<file path="src/rtl/led_tick_pkg.sv">
// Shared encodings and the pattern-initialisation helper for the LED tick sequencer.
package led_tick_pkg;

  // Widest LED bank the helper function can describe.
  localparam int MAX_LEDS = 32;

  typedef enum logic [1:0] {
    MODE_CHASE  = 2'd0,
    MODE_BOUNCE = 2'd1,
    MODE_BLINK  = 2'd2,
    MODE_COUNT  = 2'd3
  } mode_e;

  typedef enum logic [1:0] {
    IDLE  = 2'd0,
    RUN   = 2'd1,
    PAUSE = 2'd2
  } state_e;

  typedef enum logic {
    LEFT  = 1'b0,
    RIGHT = 1'b1
  } dir_e;

  // Starting pattern for a mode on an n-wide LED bank (upper bits beyond n are zero).
  function automatic logic [MAX_LEDS-1:0] init_pattern(input mode_e mode, input int unsigned n);
    logic [MAX_LEDS:0] ones;
    ones = ((MAX_LEDS+1)'(1) << n) - (MAX_LEDS+1)'(1);
    case (mode)
      MODE_CHASE, MODE_BOUNCE: init_pattern = MAX_LEDS'(1);
      MODE_BLINK:              init_pattern = ones[MAX_LEDS-1:0];
      default:                 init_pattern = '0;
    endcase
  endfunction

endpackage

</file>
<file path="src/rtl/edge_sync.sv">
// Synchronizes the divider square wave and emits a one-cycle pulse per qualifying edge.
module edge_sync #(
  parameter int STAGES     = 2,
  parameter bit BOTH_EDGES = 1'b0
) (
  input  logic CLK,
  input  logic RST,
  input  logic din,
  output logic pulse
);

  logic [STAGES-1:0] sync_q;
  logic              hist_q;
  logic              synced;

  assign synced = sync_q[STAGES-1];

  // Synchronizer chain, one-flop history and registered edge pulse.
  always_ff @(posedge CLK) begin
    if (RST) begin
      sync_q <= '0;
      hist_q <= 1'b0;
      pulse  <= 1'b0;
    end else begin
      // NOTE: non-blocking assignments make every flop sample the pre-edge value,
      // so the chain shifts one stage per clock instead of collapsing.
      sync_q <= {sync_q[STAGES-2:0], din};
      hist_q <= synced;
      pulse  <= BOTH_EDGES ? (synced ^ hist_q) : (synced & ~hist_q);
    end
  end

endmodule

</file>
<file path="src/rtl/led_tick_sequencer.sv">
// LED pattern sequencer: advances chase/bounce/blink/count patterns on divider ticks.
module led_tick_sequencer
  import led_tick_pkg::*;
#(
  parameter int NUM_LEDS    = 5,
  parameter int SYNC_STAGES = 2,
  parameter int EDGE_MODE   = 0
) (
  input  logic                CLK,
  input  logic                RST,
  input  logic                tick_in,
  input  logic                enable,
  input  logic [1:0]          mode,
  output logic [NUM_LEDS-1:0] leds,
  output logic                step,
  output logic                wrap
);

  localparam logic [NUM_LEDS-1:0] ALL_ONES = '1;

  logic                qual_edge;
  state_e              state;
  mode_e               mode_q;
  mode_e               mode_in;
  dir_e                dir;
  logic                mode_change;
  logic [NUM_LEDS-1:0] init_leds;
  logic [NUM_LEDS-1:0] next_leds;
  dir_e                next_dir;
  logic                next_wrap;

  edge_sync #(
    .STAGES    (SYNC_STAGES),
    .BOTH_EDGES(EDGE_MODE != 0)
  ) u_edge_sync (
    .CLK  (CLK),
    .RST  (RST),
    .din  (tick_in),
    .pulse(qual_edge)
  );

  assign mode_in     = mode_e'(mode);
  assign mode_change = (mode_in != mode_q);
  assign init_leds   = NUM_LEDS'(init_pattern(mode_in, NUM_LEDS));

  // Next pattern, direction and wrap flag for one step of the latched mode.
  always_comb begin
    // NOTE: every output gets a default first so no path leaves it unassigned,
    // which would otherwise infer a latch.
    next_leds = leds;
    next_dir  = dir;
    next_wrap = 1'b0;
    case (mode_q)
      MODE_CHASE: begin
        next_leds = {leds[NUM_LEDS-2:0], leds[NUM_LEDS-1]};
        next_wrap = leds[NUM_LEDS-1];
      end
      MODE_BOUNCE: begin
        next_leds = (dir == LEFT) ? (leds << 1) : (leds >> 1);
        if (next_leds[NUM_LEDS-1]) begin
          next_dir = RIGHT;
        end else if (next_leds[0]) begin
          next_dir  = LEFT;
          next_wrap = 1'b1;
        end
      end
      MODE_BLINK: begin
        next_leds = ~leds;
        next_wrap = (~leds == ALL_ONES);
      end
      MODE_COUNT: begin
        next_leds = leds + NUM_LEDS'(1);
        next_wrap = (leds == ALL_ONES);
      end
      default: ;
    endcase
  end

  // Sequencer FSM with registered pattern, direction, latched mode and pulses.
  always_ff @(posedge CLK) begin
    if (RST) begin
      state  <= IDLE;
      mode_q <= MODE_CHASE;
      dir    <= LEFT;
      leds   <= '0;
      step   <= 1'b0;
      wrap   <= 1'b0;
    end else begin
      step <= 1'b0;
      wrap <= 1'b0;
      if (state != IDLE && mode_change) begin
        // A mode change reloads the pattern and swallows any edge in this cycle.
        leds   <= init_leds;
        dir    <= LEFT;
        mode_q <= mode_in;
      end else begin
        case (state)
          IDLE: begin
            leds   <= '0;
            mode_q <= mode_in;
            if (enable) begin
              state <= RUN;
              leds  <= init_leds;
              dir   <= LEFT;
            end
          end
          RUN: begin
            // Pausing takes priority over a coincident edge.
            if (!enable) begin
              state <= PAUSE;
            end else if (qual_edge) begin
              leds <= next_leds;
              dir  <= next_dir;
              step <= 1'b1;
              wrap <= next_wrap;
            end
          end
          PAUSE: begin
            // Edges seen while paused are dropped, not queued.
            if (enable) state <= RUN;
          end
          default: state <= IDLE;
        endcase
      end
    end
  end

endmodule

</file>
<file path="config.mk">
export PLATFORM = sky130hd
export DESIGN_NAME = led_tick_sequencer
export DESIGN_NICKNAME = d
export VERILOG_FILES = /design/src/rtl/led_tick_pkg.sv /design/src/rtl/edge_sync.sv /design/src/rtl/led_tick_sequencer.sv
export SDC_FILE = /design/constraint.sdc
export NUM_CORES = 1
export LEC_CHECK = 0
export ABC_AREA = 1
export BUFFER_PORTS_ARGS = -buffer_cell sky130_fd_sc_hd__buf_2
export CORE_MARGIN = 3
export CORE_UTILIZATION = 49
export CTS_CLUSTER_DIAMETER = 150
export CTS_CLUSTER_SIZE = 8
export DETAILED_ROUTE_END_ITERATION = 8
export PLACE_DENSITY_LB_ADDON = 0.08
export REMOVE_ABC_BUFFERS = 1
export SETUP_SLACK_MARGIN = 0.1
export SYNTH_ARGS = -nofsm -noshare
export SYNTH_HDL_FRONTEND = slang
export SYNTH_HIERARCHICAL = 1
export SYNTH_SLANG_ARGS = --single-unit
</file>
<file path="constraint.sdc">
create_clock -name CLK -period 2.6 [get_ports CLK]
set_clock_uncertainty 0.15 [all_clocks]
set_input_delay 0 -clock CLK [delete_from_list [all_inputs] [get_ports CLK]]
set_output_delay 0 -clock CLK [all_outputs]
set_load 0.02 [all_outputs]
</file>
# ---- Word-level counts from Yosys, hierarchy flattened
# Index checks and enable logic that the tools add are counted.
dict set report word_totals {
  romBits 0
  out_inout_bits 7
  inputBits 6
  elab_cells 76
  memories 0
  ff_bits 16
  ram_bits 0
  latchBits 0
}
dict set report op_classes {
  mul 0
  add_sub_neg 1
  n_shift 0
  n_eq_ne 19
  muxes 24
  reduce_logical 16
  bitwise_logic 7
  div_mod_pow 0
  magnitude_cmp 0
}
# cell count
set ops {}
lappend ops {{5-bit two-way mux} 5}
lappend ops {{5-bit case mux with 2 select lines} 2}
lappend ops {{5-bit case mux with 4 select lines} 1}
lappend ops {{5-bit equality test (second input constant)} 2}
lappend ops {{1-bit two-way mux} 9}
lappend ops {{2-bit equality test (second input constant)} 4}
lappend ops {{2-bit two-way mux} 4}
lappend ops {{2-bit by 1-bit equality test with 1-bit output (second input constant)} 3}
lappend ops {{2-bit zero test} 3}
lappend ops {{2-bit by 1-bit != test with 1-bit output (second input constant)} 3}
lappend ops {{2-bit != test (second input constant)} 3}
lappend ops {{3-bit != test (second input constant)} 2}
lappend ops {{3-bit AND reduction} 2}
lappend ops {{6-bit AND reduction} 1}
lappend ops {{2-bit nonzero test} 3}
lappend ops {{2-bit OR reduction} 3}
lappend ops {{5-bit by 1-bit adder with 5-bit output (second input constant)} 1}
lappend ops {{1-bit NOT} 5}
lappend ops {{5-bit NOT} 1}
lappend ops {{5-bit OR reduction} 1}
lappend ops {{1-bit case mux with 4 select lines} 1}
lappend ops {{2-bit case mux with 2 select lines} 1}
lappend ops {{4-bit OR reduction} 1}
lappend ops {{3-bit by 2-bit != test with 1-bit output (second input constant)} 1}
lappend ops {{other kinds (5)} 5}

# ---- Depth between registers and ports, before layout
# Gate-level depths: netlist of run 1.
dict set report depth {
  depth_word 7
  depth_mapped 11
  mapped_depth_nobuf 10
}

# ---- Modules after synthesis
# Netlist of run 1, hierarchy kept.
# mod n_inst cells_per_inst seq_area_each_um2 area_per_inst_um2
set by_module_without_submodules {}
lappend by_module_without_submodules {led_tick_sequencer 1 152 240.2 940.9}
lappend by_module_without_submodules {edge_sync 1 12 80.1 115.1}

# ---- Worst setup path before layout of run 1
# OpenSTA, ideal clock, no wires.
dict set report synth_path {
  kind {reg2reg}
  startpoint {register leds[0]}
  endpoint {register leds[0]}
  period_less_slack_ps 1466
  stages_incl_launch_ff 9
  path_slack_ps 1134
  path_buffers 0
  arrival_ps 1198
  setup_time_ps 117
  required_time_ps 2333
  cell_sequence {dfxtp_1 -> inv_1 -> ha_1 -> inv_1 -> nand3_1 -> a21oi_1 -> nor2_1 -> nor2_1 -> nor2_1}
}
dict set report synth_between {
  elab_chain_len 6
  elab_cells_between_ends 7
  classes_between {1 x add/sub; 5 x mux; 1 x bitwise}
}
# element line
set synth_lines {}
lappend synth_lines {{from (decl)} led_tick_sequencer.sv:14} ;# output logic [NUM_LEDS-1:0] leds,
lappend synth_lines {{from (signal assigned)} led_tick_sequencer.sv:93} ;# leds <= init_leds;
lappend synth_lines {{from (signal assigned)} led_tick_sequencer.sv:103} ;# leds <= init_leds;
lappend synth_lines {{from (signal assigned)} led_tick_sequencer.sv:112} ;# leds <= next_leds;
lappend synth_lines {{5-bit by 1-bit adder with 5-bit output / 5-bit NOT (equally long branches)} {led_tick_sequencer.sv:72, led_tick_sequencer.sv:68}}
lappend synth_lines {{5-bit case mux with 4 select lines (*)} led_tick_sequencer.sv:53} ;# case (mode_q)
lappend synth_lines {{5-bit two-way mux (*)} led_tick_sequencer.sv:111} ;# end else if (qual_edge) begin
lappend synth_lines {{5-bit two-way mux (*)} led_tick_sequencer.sv:109} ;# if (!enable) begin
lappend synth_lines {{5-bit case mux with 2 select lines (*)} led_tick_sequencer.sv:97} ;# case (state)
lappend synth_lines {{5-bit two-way mux (*)} led_tick_sequencer.sv:91} ;# if (state != IDLE && mode_change) begin
# Every way passes the cells marked *; elsewhere a longest branch is shown, timed or not. The select of a mux whose other input is x is not followed.
# A chain may end at the register's enable or synchronous reset.

# ---- Worst setup path after layout of run 1
dict set report layout_path {
  startpoint {register leds[1]}
  endpoint {register leds[2]}
}
dict set report layout_between {
  elab_chain_len 6
  elab_cells_between_ends 7
  classes_between {1 x add/sub; 6 x mux}
}
# element line
set layout_lines {}
lappend layout_lines {{5-bit by 1-bit adder with 5-bit output / 5-bit two-way mux (equally long branches)} {led_tick_sequencer.sv:72, led_tick_sequencer.sv:59}}
lappend layout_lines {{5-bit case mux with 4 select lines (*)} led_tick_sequencer.sv:53}
lappend layout_lines {{5-bit two-way mux (*)} led_tick_sequencer.sv:111}
lappend layout_lines {{5-bit two-way mux (*)} led_tick_sequencer.sv:109}
lappend layout_lines {{5-bit case mux with 2 select lines (*)} led_tick_sequencer.sv:97}
lappend layout_lines {{5-bit two-way mux (*)} led_tick_sequencer.sv:91}
# Marked as above.

==> out/summary.md, run 1 <==
The clock drives 16 sinks. The post-CTS setup buffer count is 0, and the area fraction of the dominant cell type after synthesis is 30.3%. Via count: 1038. The tools report the CTS H-tree depth as 1. The library cell used most frequently in the layout, excluding fill and tap cells, is sky130_fd_sc_hd__nand2_1. The clock latency on the worst-skew pair is 0.29 ns. Setup repair after global routing left no endpoint under its margin. Setup violations remaining at the end of the flow were counted as 0.

Across the run, the number of max-cap violations was 0. The slack of the worst reg-to-reg path came out at 1.00 ns. The core region is 0.00200 mm2. Among cell families on the critical path, the largest total delay comes from flip-flops.

For the final-report hold violation count, the log shows 0. The number of global-route vias before repair came out at 897. In the routed design, unresolved DRC markers number 0. For this run, the top clock speed supported by timing is 627 MHz. For this run, the detailed router's first-pass iteration total came to 4. The post-placement setup slack was 1.03 ns.

The number of cells traversed by the worst hold path was 1. Synthesis produced 164 cells. The post-synthesis sequential element count is 16. After detailed routing, the average wire length per cell comes to 11.0 um.

Headroom to the max-slew limit came out at 76.1%. Once the clock tree was built, the resizer swapped 0 gates to a different size. The clock passes through at most 2 buffers. From bottom edge to top edge, the die measures 52.4 um.

The count of buffer and inverter cells on the critical path was 1. TritonCTS built the clock tree. The cell count after placement was 198.

In the final timing run, aggregate negative setup slack is 0 ns. The tightest min-delay check is of the flip-flop to flip-flop type. VDD sags by at most 0.000451 V. The run gives 3 as the total CTS buffers. The worst endpoint required time was 2.68 ns. The worst setup path is of the flip-flop to flip-flop kind. The non-filler instance count after layout was 208. The sequential cell area fraction in the yosys report is 30.3%. The cell depth of the worst flop-to-flop path works out to 9. First-pass GRT wire length: 3.88 mm. The slowest stage of the critical path belongs to the cell sky130_fd_sc_hd__dfxtp_1.

The logs give 0.872 for the global placer's final weighted congestion and 1.00 ns for the post-layout worst setup margin. The initialized floorplan defines 16 standard-cell rows. Along the worst path, the maximum fanout reaches 10. After clock tree synthesis, the clock-pin slew on the worst setup and hold paths is 0.10 ns. In this run, the number of DRC markers left after iteration 0 of detailed routing was 19. For the HPWL after detailed placement, the log shows 1.70 mm.

The starting density of the core was 52.8%; the count of input and output buffers was 12. The worst setup path is launched from a flip-flop. For hold timing, the worst endpoint is u_edge_sync/pulse. The worst setup path is captured at a flip-flop. The flow ran to the end, and the final reports show no timing, DRC or antenna violations.

The x dimension of the die is 52.4 um, and the total power of the final layout is 692 uW. Measured on the finished design, the core utilization comes to 60.4%. The number of nets in the final layout was 190; the number of max-slew violations in the final report was 0. In the layout the commonest cells are sky130_fd_sc_hd__nand2_1 (38), sky130_fd_sc_hd__inv_1 (21), sky130_fd_sc_hd__nand3_1 (20). Launch point of the worst reg-to-reg path: leds[1]. The worst path needs 1.60 ns of the cycle, external delays included. Power spread over the standard cell area amounts to 572 mW/mm2.

The signal on the critical path passes through ha_1 > inv_1 > nand3_1 > nand3_1 > nand3_1 > nand2_1 > nand2_1 > nand2_1 > a21oi_1. The end of the worst register-to-register path is leds[2]. Of the available clock period, the critical path in the final layout requires 61.4%.

Yosys printed 6 warnings. The total of hold buffers inserted after clock tree synthesis was 6; the number of fillers in the final layout was 191. Data on the critical path arrives at its endpoint at 1.67 ns. The synthesized design spends more area on one cell type than any other, namely sky130_fd_sc_hd__dfxtp_1. The number of antenna violations at the first check in global routing was 0. The startpoint identified for the worst hold timing path is u_edge_sync/hist_q. The routed via count divided by cell count is 4.99, and the final global-route overflow total is 0. Clock tree synthesis selected as its root buffer the cell sky130_fd_sc_hd__clkbuf_4. In this run the remaining antenna-violating nets after routing total 0.

The netlist uses 27 different library cells. The routed design has 2.30 mm of wire. After synthesis, the cell types taking the most area are sky130_fd_sc_hd__dfxtp_1 (30%), sky130_fd_sc_hd__nand2_1 (14%), sky130_fd_sc_hd__nand3_1 (9.5%).

Entering global routing, the biggest net connects 11 pins. The cell area that synthesis handed to floorplanning was 0.00106 mm2. The area growth from synthesis to layout is 14.5%. Dividing the synthesized area by the synthesized cell count gives 6.44 um2. The fraction of final layout cells with drive strength greater than 1 works out to 18.8%.

For this design the static power due to leakage is 0.598 nW. The floorplan step defined a die boundary enclosing 0.00275 mm2. The number of antenna diodes in the final layout is 0. For the total track usage, the log shows 19.0%. 13 I/O pins were placed. The transition time of the tightest slew-check pin came out at 0.358 ns. For this run, the slowest stage of the critical path takes 0.54 ns.
## Yosys cell counts
| cell | instances |
|---|---|
| sky130_fd_sc_hd__clkbuf_2 | 1 |
| sky130_fd_sc_hd__o21bai_1 | 1 |
| sky130_fd_sc_hd__buf_6 | 2 |
| sky130_fd_sc_hd__nand4_1 | 3 |
| sky130_fd_sc_hd__nand2_2 | 3 |
| sky130_fd_sc_hd__inv_1 | 21 |
| sky130_fd_sc_hd__o21ai_0 | 8 |
| sky130_fd_sc_hd__xnor2_2 | 2 |
| sky130_fd_sc_hd__dfxtp_1 | 16 |
| sky130_fd_sc_hd__inv_2 | 6 |
| sky130_fd_sc_hd__a31oi_1 | 2 |
| sky130_fd_sc_hd__nor2_2 | 2 |
| sky130_fd_sc_hd__nand2_1 | 38 |
| sky130_fd_sc_hd__o211ai_1 | 2 |
| sky130_fd_sc_hd__nand2_4 | 1 |
| sky130_fd_sc_hd__nand3_1 | 20 |
| sky130_fd_sc_hd__nor3_2 | 1 |
| sky130_fd_sc_hd__nor3_1 | 1 |
| sky130_fd_sc_hd__ha_1 | 2 |
| sky130_fd_sc_hd__nor2_1 | 17 |
| sky130_fd_sc_hd__o21ai_2 | 1 |
| sky130_fd_sc_hd__a21oi_2 | 1 |
| sky130_fd_sc_hd__nor2_4 | 1 |
| sky130_fd_sc_hd__o21ai_1 | 2 |
| sky130_fd_sc_hd__buf_2 | 2 |
| sky130_fd_sc_hd__a211oi_1 | 1 |
| sky130_fd_sc_hd__a21oi_1 | 7 |
## worst max path at each step
| stage | depth (start not counted) | to | startpoint | slack [ns] |
|---|---|---|---|---|
| after floorplan | 10 | leds[2] | leds[1] | 1.08 |
| after global placement | 9 | leds[2] | leds[1] | 1.01 |
| after detailed placement | 9 | leds[2] | leds[1] | 1.03 |
| after CTS | 9 | leds[2] | leds[1] | 1.0 |
| after global routing | 9 | leds[4] | leds[1] | 0.85 |
| final | 9 | leds[2] | leds[1] | 1.00 |
## final cells by class
type	instances	area [um2]	share of cell area, %
clock buffers	4	36.3	3.00
flip-flops and latches	16	320	26.5
inverters	27	101	8.39
repair buffers	18	120	9.94
well taps	27	33.8	2.80
multi-input cells	116	597	49.4
## kinds of logic after synthesis
kind of cell	Yosys count	share of synthesized area, %
and+or+nand+nor	87	37.3
adders and majority gates	2	2.37
AOI/OAI and AO/OA	25	13.7
DFF	16	30.3
xor gates and xnor gates	2	3.08
buffers and inverters	32	13.2
## routing by layer
metal | GRT usage, % | wire [um] | share of wire, % | vias to the layer above
met5 | 0 | 0 | 0 | -
met1 | 26.5 | 1150 | 50 | 446
met2 | 28.1 | 1030 | 45 | 29
met3 | 3.42 | 90 | 3.9 | 4
met4 | 8.51 | 27 | 1.2 | 0
li1 | - | - | - | 559
## power breakdown
part | internal, mW | total, mW | switching [mW]
registers | 0.267 | 0.305 | 0.0385
logic | 0.0783 | 0.219 | 0.140
clock network | 0.0853 | 0.168 | 0.0823
total | 0.431 | 0.692 | 0.261
## stage by stage
stage	area (um2)	hold slack, ns
floorplan	1020	-0.0809
global placement	1110	0.0510
detailed placement	1110	0.0576
CTS	1210	0.255
global route	1210	0.261
finish	1210	0.251
## registers in the layout, indices dropped and copies added (netlist names)
register and count:
u_edge_sync/hist_q 1, wrap 1, mode_q 2, leds 5
state 2, u_edge_sync/pulse 1, u_edge_sync/sync_q 2, step 1
dir 1
(Power assumes the default switching activity.)
==> inputs of run 2 (changes only) <==
- clock period: 2.6 -> 1.7 ns (I/O delays scaled with it)
==> out/summary.md, run 2 (synthesis gave the netlist of run 1 again) <==
The cell depth of the worst setup path was 9 (unchanged). The run gives 32.9% (+1.3 points) as the proportion of power drawn by combinational gates. For the switching power summed over all nets, the log shows 414 uW (+59%).

The run gives 52.8% (unchanged) as the starting density of the core. The flip-flop count of the largest register after layout works out to 5 (unchanged). For the placed standard-cell area, the log shows 0.00113 mm2 (+2.0%). The via count is 1088 (+4.8%), and the number of max-slew violations in the final report is 0 (unchanged). Walking the worst path, the cells encountered are ha_1 > inv_1 > nand3_1 > nand3_1 > nand3_1 > nand2_1 > nand2_1 > nand2_1 > a21oi_1.

Post-layout utilization of the core: 61.8% (+1.4 points). Relative to the synthesized area, the layout overhead comes to 17.2%. STA classifies the critical path startpoint as a flip-flop. For the total CTS buffers, the log shows 3 (unchanged). Final global-route overflow total: 0 (unchanged). The run gives 0.00275 mm2 (unchanged) as the floorplan die area. The largest voltage drop on the vdd net was 0.000671 V (+49%). The length of the first detailed-routing pass in iterations was 4 (unchanged); the power density over cell area was 878 mW/mm2 (+53%). Leaving out fill and tap cells, the most frequent cell in the layout is sky130_fd_sc_hd__nand2_1.

Leaving out fill and tap cells, the most frequent cells in the layout are sky130_fd_sc_hd__nand2_1 (38), sky130_fd_sc_hd__inv_1 (21), sky130_fd_sc_hd__nand3_1 (20). The tools report the internal power consumption as 672 uW (+56%). The slowest cell on the critical path was sky130_fd_sc_hd__dfxtp_2. The transition time of the tightest slew-check pin was 0.316 ns (-0.0414 ns). The final standard cell area without fillers was 0.00124 mm2 (+2.4%). The critical path starts at leds[1].

The run gives 690 MHz (+10%) as the highest clock rate. The placement row count is 16 (unchanged). The kind of end point of the critical path is a flip-flop. For the clock power share, the log shows 24.3% (about the same).

The worst hold path begins at u_edge_sync/hist_q. The cell depth of the worst flop-to-flop path came out at 9 (unchanged). For the number of clock sinks, the log shows 16 (unchanged).

Top register by number of flip-flops: leds. The number of top-level pins was 13 (unchanged). TritonCTS built the clock tree.

The run gives 932 (+3.9%) as the number of global-route vias before repair. The share of total power consumed by net switching was 38.1% (+0.39 points). The clock tree buffer depth was 2 (unchanged).

Total track usage: 20.5% (+1.5 points). The number of violations of the max-capacitance limit is 0 (unchanged), and the average wire per cell in the routed design is 11.7 um (+5.7%). The clock latency on the worst-skew pair was 0.30 ns (about the same); the x dimension of the die was 52.4 um (unchanged). The violation count after the first detailed-route iteration was 30 (+11). The number of cells traversed by the worst hold path is 1 (unchanged).

The global placer's final weighted congestion is 0.887 (+1.6%). The largest delay contributor family on the critical path is flip-flops. The count of buffer and inverter cells on the critical path works out to 1 (unchanged).

The run finished with clean final reports. For the worst slew margin relative to its limit, the log shows 78.9% (+2.8 points). The final-report hold violation count is 0 (unchanged). The maximum fanout along the worst path is 6 (-4), and the largest net degree at the start of global routing is 11 (unchanged). The period utilization was 85.2% (+24 points); the CTS clock-pin slew for the worst setup and hold paths was 0.10 ns (about the same). The worst endpoint required time is 1.78 ns (-0.90 ns), and the data arrival time of the critical path is 1.53 ns (-0.14 ns). The critical path in this run is classified as flip-flop to flip-flop. The root buffer cell chosen for the clock tree is sky130_fd_sc_hd__clkbuf_4. The shortest clock period the worst path allows after layout was 1.45 ns (-0.147 ns); the core footprint was 0.00200 mm2 (unchanged).

The number of antenna violations at the first check in global routing was 0 (unchanged). The min-delay analysis places its worst path in the category flip-flop to flip-flop. The total leakage power was 0.616 nW (+2.9%).

The count of input and output buffers was 12 (unchanged). The setup total negative slack is 0 ns (unchanged). The number of nets with antenna violations after routing was 0 (unchanged). Setup repair after global routing left no endpoint under its margin.

The logs give 0 (unchanged) for the post-route DRC violation count and 2.46 mm (+7.2%) for the final routed wirelength across all metal layers. Number of fillers in the final layout: 202 (+5.8%). Height of the chip: 52.4 um (unchanged). The register area was 327 um2 (+2.0%); the number of nets in the final layout was 193 (+1.6%). The routed via count divided by cell count works out to 5.16 (+3.3%).

The tools report the multi-input combinational cell area as 597 um2 (unchanged). For the final setup violation count, the log shows 0 (unchanged). The run gives 1 (unchanged) as the CTS H-tree depth.

The fraction of final layout cells with drive strength greater than 1 works out to 22.8% (+4.0 points). The run gives 1.84 mm (+8.2%) as the HPWL after detailed placement. The first-pass GRT wire length was 4.09 mm (+5.5%).

The tools report the launch point of the worst reg-to-reg path as leds[1]. The number of antenna cells inserted is 0 (unchanged). The sequential share of power is 42.8% (-1.3 points), and the delay of the slowest critical-path stage is 0.43 ns (-0.11 ns).
==> run 2: cell count changes in the layout (fill, tap and decap cells not counted), sizes merged <==
cell and delta:
buf +3
==> run 2: timing repair <==
action / in CTS / in global routing
hold buffers: 6 / 0
endpoints found under the setup margin: 0 / 5
buffers inserted: 0 / 0
resized for setup: 0 / 5
hold endpoints to repair: 10 / 0
==> run 2: worst paths after layout <==
kind / end / slack (ns)
worst min-delay path: u_edge_sync/pulse / 0.25
worst max register to register: leds[2] / 0.25
worst min register to register: u_edge_sync/pulse / 0.25
worst max-delay path: leds[2] / 0.25
==> run 2: power groups by stage <==
| stage | Clock [mW] | Combinational (mW) | Sequential, mW |
|---|---|---|---|
| final | 0.264 | 0.357 | 0.464 |
| after global routing | 0.282 | 0.401 | 0.470 |
| after CTS | 0.268 | 0.355 | 0.459 |
| after detailed placement | 0 | 0.345 | 0.468 |
| after global placement | 0 | 0.343 | 0.466 |
| after floorplan | 0 | 0.226 | 0.481 |
==> run 2: layout make-up <==
cell class                 count  area share (%)
multi-input combinational    116            48.2
clock buffer                   4            2.93
timing repair buffer          21            11.5
sequential                    16            26.4
inverter                      27            8.19
tap                           27            2.73
==> run 2: per-stage QoR <==
stage	worst slack, ns	hold WS [ns]	std cells	power [mW]
6_report	0.251	0.254	211	1.09
2_1_floorplan	0.180	-0.0809	159	0.707
4_1_cts	0.169	0.255	211	1.08
3_3_place_gp	0.214	0.0518	201	0.809
5_1_grt	0.136	0.272	211	1.15
3_5_place_dp	0.202	0.0600	201	0.813
==> run 2: routing by layer <==
layer,vias to the layer above,global-route usage [%],share of wire [%]
li1,564,-,-
met1,486,26.3,47
met2,33,32.6,45
met3,5,4.27,6.3
met4,0,8.94,1.5
met5,-,0,0
==> run 2: worst register-to-register path, stage by stage (launching register included) <==
cell and delay [ns]:
sky130_fd_sc_hd__dfxtp_2 0.43, sky130_fd_sc_hd__ha_1 0.23, sky130_fd_sc_hd__inv_1 0.07, sky130_fd_sc_hd__nand3_1 0.08
sky130_fd_sc_hd__nand3_1 0.07, sky130_fd_sc_hd__nand3_1 0.07, sky130_fd_sc_hd__nand2_1 0.05, sky130_fd_sc_hd__nand2_1 0.06
sky130_fd_sc_hd__nand2_1 0.06, sky130_fd_sc_hd__a21oi_1 0.12
